[src/rtl/ifu_fetch.sv]
// Instruction fetch stage and F/D pipeline register: owns the PC, computes next-PC with a
// branch delay slot. Optional fetch-address range/alignment checking under IFU_ADDR_CHECK_EN.
module ifu_fetch #(
    parameter logic [31:0] RESET_PC       = 32'h0000_3000,
    parameter logic [31:0] IM_BASE        = 32'h0000_3000,
    parameter int unsigned IM_DEPTH_WORDS = 4096
) (
    input  logic        clk,
    input  logic        reset,
    input  logic        stall,
    input  logic [1:0]  npc_op_D,
    input  logic        br_cond_D,
    input  logic [31:0] jr_target_D,
    output logic [31:0] imem_addr,
    input  logic [31:0] imem_rdata,
    output logic [31:0] instr_D,
    output logic [31:0] pc_D,
    output logic [31:0] pc8_D,
    output logic        valid_D,
    output logic        fetch_err_D
);

    typedef enum logic [1:0] {
        NPC_SEQ    = 2'b00,
        NPC_BRANCH = 2'b01,
        NPC_JUMP   = 2'b10,
        NPC_JREG   = 2'b11
    } npc_op_e;

    // Parameter sanity: a zero-sized or misaligned instruction memory makes no sense.
    if (IM_DEPTH_WORDS < 1 || IM_BASE[1:0] != 2'b00) begin : g_bad_im_params
        $error("ifu_fetch: IM_DEPTH_WORDS must be >= 1 and IM_BASE word aligned");
    end

    logic [31:0] pc_f_reg;
    logic [31:0] instr_d_reg;
    logic [31:0] pc_d_reg;
    logic        valid_d_reg;

    logic [31:0] pc_f_plus4;
    logic [31:0] pc_d_plus4;
    logic [31:0] br_offset;
    logic [31:0] br_target;
    logic [31:0] j_target;
    logic [31:0] pc_f_next;
    logic [31:0] fetch_word;
    logic        fetch_fault;

    assign pc_f_plus4 = pc_f_reg + 32'd4;
    assign pc_d_plus4 = pc_d_reg + 32'd4;
    assign br_offset  = {{14{instr_d_reg[15]}}, instr_d_reg[15:0], 2'b00};
    assign br_target  = pc_d_plus4 + br_offset;
    assign j_target   = {pc_d_plus4[31:28], instr_d_reg[25:0], 2'b00};

    // Redirects come from the instruction sitting in D; the reset bubble never redirects.
    always_comb begin
        pc_f_next = pc_f_plus4;
        if (valid_d_reg) begin
            case (npc_op_e'(npc_op_D))
                NPC_BRANCH: pc_f_next = br_cond_D ? br_target : pc_f_plus4;
                NPC_JUMP:   pc_f_next = j_target;
                NPC_JREG:   pc_f_next = jr_target_D;
                default:    pc_f_next = pc_f_plus4;
            endcase
        end
    end

`ifdef IFU_ADDR_CHECK_EN
    localparam logic [32:0] IM_LIMIT = {1'b0, IM_BASE} + 33'(4 * IM_DEPTH_WORDS);

    logic fetch_err_reg;

    assign fetch_fault = (pc_f_reg[1:0] != 2'b00)
                      || (pc_f_reg < IM_BASE)
                      || ({1'b0, pc_f_reg} >= IM_LIMIT);

    always_ff @(posedge clk) begin
        if (reset) begin
            fetch_err_reg <= 1'b0;
        end else if (!stall) begin
            fetch_err_reg <= fetch_fault;
        end
    end

    assign fetch_err_D = fetch_err_reg;
`else
    assign fetch_fault = 1'b0;
    assign fetch_err_D = 1'b0;
`endif

    // A faulting fetch is replaced by a nop so decode never sees garbage.
    assign fetch_word = fetch_fault ? 32'h0000_0000 : imem_rdata;

    always_ff @(posedge clk) begin
        if (reset) begin
            pc_f_reg    <= RESET_PC;
            instr_d_reg <= 32'h0000_0000;
            pc_d_reg    <= RESET_PC;
            valid_d_reg <= 1'b0;
        end else if (!stall) begin
            pc_f_reg    <= pc_f_next;
            instr_d_reg <= fetch_word;
            pc_d_reg    <= pc_f_reg;
            valid_d_reg <= 1'b1;
        end
    end

    assign imem_addr = pc_f_reg;
    assign instr_D   = instr_d_reg;
    assign pc_D      = pc_d_reg;
    assign pc8_D     = pc_d_reg + 32'd8;
    assign valid_D   = valid_d_reg;

endmodule
[config.mk]
export PLATFORM = sky130hd
export DESIGN_NAME = ifu_fetch
export DESIGN_NICKNAME = d
export VERILOG_FILES = /design/src/rtl/ifu_fetch.sv
export SDC_FILE = /design/constraint.sdc
export NUM_CORES = 1
export LEC_CHECK = 0
export BUFFER_PORTS_ARGS = -buffer_cell sky130_fd_sc_hd__buf_4
export CORE_MARGIN = 5
export CORE_UTILIZATION = 49
export CTS_CLUSTER_DIAMETER = 30
export DETAILED_ROUTE_END_ITERATION = 10
export GPL_TIMING_DRIVEN = 0
export PLACE_DENSITY_LB_ADDON = 0.05
export SYNTH_ARGS = -nofsm -noshare
export SYNTH_HDL_FRONTEND = slang
export SYNTH_SLANG_ARGS = --single-unit
[constraint.sdc]
create_clock -name clk -period 3.48 [get_ports clk]
set_input_delay 0.696 -clock clk [delete_from_list [all_inputs] [get_ports clk]]
set_output_delay 0.696 -clock clk [all_outputs]
set_load 0.05 [all_outputs]
==> impl_metrics.py <==
metrics = {
    "clocking": {
        "clock_path_buffers": 2,
        "clk_pin_slew_worst_paths_ns": 0.07,
        "root_buffer": "clkbuf_16",
        "cts_tree": "yes",
        "clkLatencyLatePin_ns": 0.36,
        "cts_hold_buf": 0,
        "cts.sinks": 97,
        "cts_buffers": 9,
        "h-tree-depth": 3,
    },
    "critical_path": {
        "cp_max_fo": 5,
        "cp_top_family": "simple AND/OR/NAND/NOR gates",
        "path_buf_inv": 1,
        "crit_top_cell": "ha_4",
        "cp-start-kind": "flop",
        "crit_path_end_kind": "flop",
        "critPathMaxStageDelay_ns": 0.48,
        "critPathKind": "reg -> reg",
        "cpMaxStageDelayCell": "a221o_2",
        "cp.required_ns": 3.73,
        "critPathArrivalTime_ns": 3.80,
        "path_cells": "ha_4, and4_4, and2_4, clkbuf_16, nand3_4, xnor2_4, ha_4, and3_1, nand4_1, nand4b_1, a221o_2, a21oi_4, or4b_1, o311a_1",
    },
    "power": {
        "power_density_nw_per_um2": 294,
        "ir_worst_vdd_v": 0.000258,
        "leakagePower_nw": 4.67,
        "finalPower_mw": 3.14,
    },
    "floorplanning": {
        "fp-row-count": 46,
        "start_util_pct": 49.4,
        "core_area_um2": 15700,
        "die_w_um": 136,
        "fp.dieH_um": 136,
        "die_area_um2": 18500,
        "top_level_ports": 200,
    },
    "synth": {
        "syn_area_per_cell_um2": 7.72,
        "synth_cells": 1005,
        "synth_largest_area_cell": "dfxtp_1",
        "syn-cell-area_um2": 7760,
        "synth_warnings": 0,
        "synth-edff-count": 0,
        "seq_area_frac_synth_pct": 25.0,
        "async_flop_share_pct": 0,
        "synthFlopType": "dfxtp_1",
        "synth.top_cell.area_share_pct": 25.0,
        "syn_nets": 1112,
        "yosys_register_bits": 97,
        "synth_cell_types": 72,
        "synthTopCellsByArea": "dfxtp_1 (25%), mux2i_1 (10%), nor2_1 (6.2%)",
    },
    "run": {
        "cap_violations": 0,
    },
    "grt": {
        "overflow": 0,
        "grt_max_degree": 20,
        "antenna_found_initial": 0,
        "grt_use_total_pct": 31.6,
        "grt_pass1_wl_um": 45300,
        "grt_pass1_vias": 8158,
    },
    "sta": {
        "tns_ns": -0.0665,
        "fmax_mhz": 282,
        "finalHoldViolCount": 0,
        "setup_ws_ns": -0.0665,
        "timing.hold.ws_ns": 0.504,
        "slew_headroom_pct": 24.8,
        "min_period_ns": 3.55,
        "setup_viol": 1,
        "slew_violations": 0,
        "clock_skew_ns": 0.00696,
        "fin_crit_sh_pct": 102,
        "rsz0062_at_grt": "yes",
        "worstMarginPinSlew_ns": 1.13,
    },
    "cells_and_area": {
        "drive_above_1_share_pct": 30.8,
        "nets": 1339,
        "stdcell_area_um2": 10700,
        "utilization_pct": 67.9,
        "diodes": 0,
        "area_growth_pct": 37.4,
        "stdcell_count": 1453,
    },
    "routing": {
        "drc": 0,
        "drt_first_pass_iters": 6,
        "wl_um": 30400,
        "routed_via_density": 5.98,
        "vias": 8690,
        "detail-route-antenna-nets": 0,
        "drt-initial-drc-count": 946,
        "wl_per_cell_um": 20.9,
    },
    "hold_path": {
        "hold_class": "reg -> reg",
    },
    "placement": {
        "place_congestion": 0.970,
        "placed_area_um2": 9580,
        "dp.cells": 1418,
        "port_buffers": 197,
        "place_hpwl_um": 22200,
        "post-place-ws_ns": -0.999,
    },
    "outcome": {
        "violations": "setup timing",
        "outcome": "finished with violations",
    },
}
## report_power, final
group          total, mW  internal (mW)  switching (mW)
registers           1.22           1.15          0.0728
clock network       1.06          0.566           0.493
logic              0.855          0.320           0.535
## repair_timing
item	4_1_cts	5_1_grt
gates resized for setup	64	53
pin swaps	22	33
gates cloned	0	0
buffers inserted	22	16
endpoints found under the setup margin	17	12
hold endpoints to repair	0	0
## synth_stat cells, drive strengths merged (7+ instances only)
| library cell | number |
|---|---|
| a211oi | 10 |
| a21o | 18 |
| a21oi | 57 |
| a22oi | 13 |
| a31oi | 17 |
| and3 | 16 |
| and4 | 7 |
| buf | 24 |
| clkbuf | 55 |
| dfxtp | 97 |
| ha | 36 |
| inv | 21 |
| mux2 | 11 |
| mux2i | 79 |
| nand2 | 87 |
| nand2b | 8 |
| nand3 | 43 |
| nand4 | 20 |
| nor2 | 128 |
| nor3 | 24 |
| o21ai | 49 |
| o32ai | 14 |
| xnor2 | 51 |
| xor2 | 32 |
## logic make-up after synthesis
| group | after synthesis | share of synthesized area, % |
|---|---|---|
| AND/OR/NAND/NOR | 361 | 22.0 |
| AO/OA/AOI/OAI | 236 | 20.2 |
| buffers and inverters | 100 | 5.56 |
| flip-flops | 97 | 25.0 |
| multiplexers | 90 | 11.8 |
| XOR/XNOR | 83 | 9.37 |
| adder cells (fa/ha/maj) | 37 | 6.06 |
| other | 1 | 0.0483 |
## cell usage in the layout, fill, tap and decap left out, drive strengths merged, types with 3 or more instances in the layout
| cell type | synthesis | final |
|---|---|---|
| buf | 24 | 259 |
| nor2 | 128 | 128 |
| dfxtp | 97 | 97 |
| nand2 | 87 | 87 |
| mux2i | 79 | 79 |
| a21oi | 57 | 57 |
| xnor2 | 51 | 51 |
| o21ai | 49 | 49 |
| clkbuf | 55 | 45 |
| nand3 | 43 | 43 |
| ha | 36 | 36 |
| xor2 | 32 | 32 |
| inv | 21 | 24 |
| nor3 | 24 | 24 |
| nand4 | 20 | 20 |
| a21o | 18 | 18 |
| a31oi | 17 | 17 |
| and3 | 16 | 16 |
| o32ai | 14 | 14 |
| a22oi | 13 | 13 |
| mux2 | 11 | 11 |
| a211oi | 10 | 10 |
| nand2b | 8 | 8 |
| and4 | 7 | 7 |
| nor2b | 6 | 6 |
| o211ai | 6 | 6 |
| o22ai | 6 | 6 |
| nor4 | 6 | 6 |
| o21a | 5 | 5 |
| a311oi | 5 | 5 |
| a21boi | 4 | 4 |
| and2 | 4 | 4 |
| o2111ai | 3 | 3 |
| a221oi | 3 | 3 |
| nand3b | 3 | 3 |
| o221ai | 3 | 3 |
| a2bb2oi | 3 | 3 |
| or3 | 3 | 3 |
## sequential cells by signal (all words and copies together) (netlist names)
signal / flops
imem_addr: 32
instr_D: 32
pc_D: 32
valid_D: 1
## layer usage
layer | vias to the layer above | wire length, um | track usage (%)
li1 | 4067 | - | -
met1 | 4129 | 12500 | 42.6
met2 | 431 | 14400 | 51.2
met3 | 63 | 2420 | 4.85
met4 | 0 | 1050 | 12.0
met5 | - | 0 | 0
## worst register-to-register path, stage by stage, from the launching register on
cell	delay (ns)
dfxtp_4	0.40
ha_4	0.13
and4_4	0.24
and2_4	0.19
clkbuf_16	0.15
nand3_4	0.10
xnor2_4	0.23
ha_4	0.24
and3_1	0.19
nand4_1	0.16
nand4b_1	0.18
a221o_2	0.48
a21oi_4	0.20
or4b_1	0.45
o311a_1	0.12
## final timing paths
check,from,end,slack [ns],cells past startpoint
max,pc_D[3],imem_addr[29],-0.07,14
min,instr_D[27],instr_D[27],0.50,2
max reg2reg,pc_D[3],imem_addr[29],-0.07,14
min reg2reg,instr_D[27],instr_D[27],0.50,2
## final cells by class
cell class / count / area [um2]
Multi-Input combinational cell: 808 / 5900
Fill cell: 1403 / 5050
Sequential cell: 97 / 1990
Timing Repair Buffer: 235 / 1820
Buffer: 60 / 309
Tap cell: 216 / 270
Clock buffer: 9 / 225
Inverter: 21 / 78.8
Clock inverter: 7 / 77.6
(Power assumes the default switching activity.)
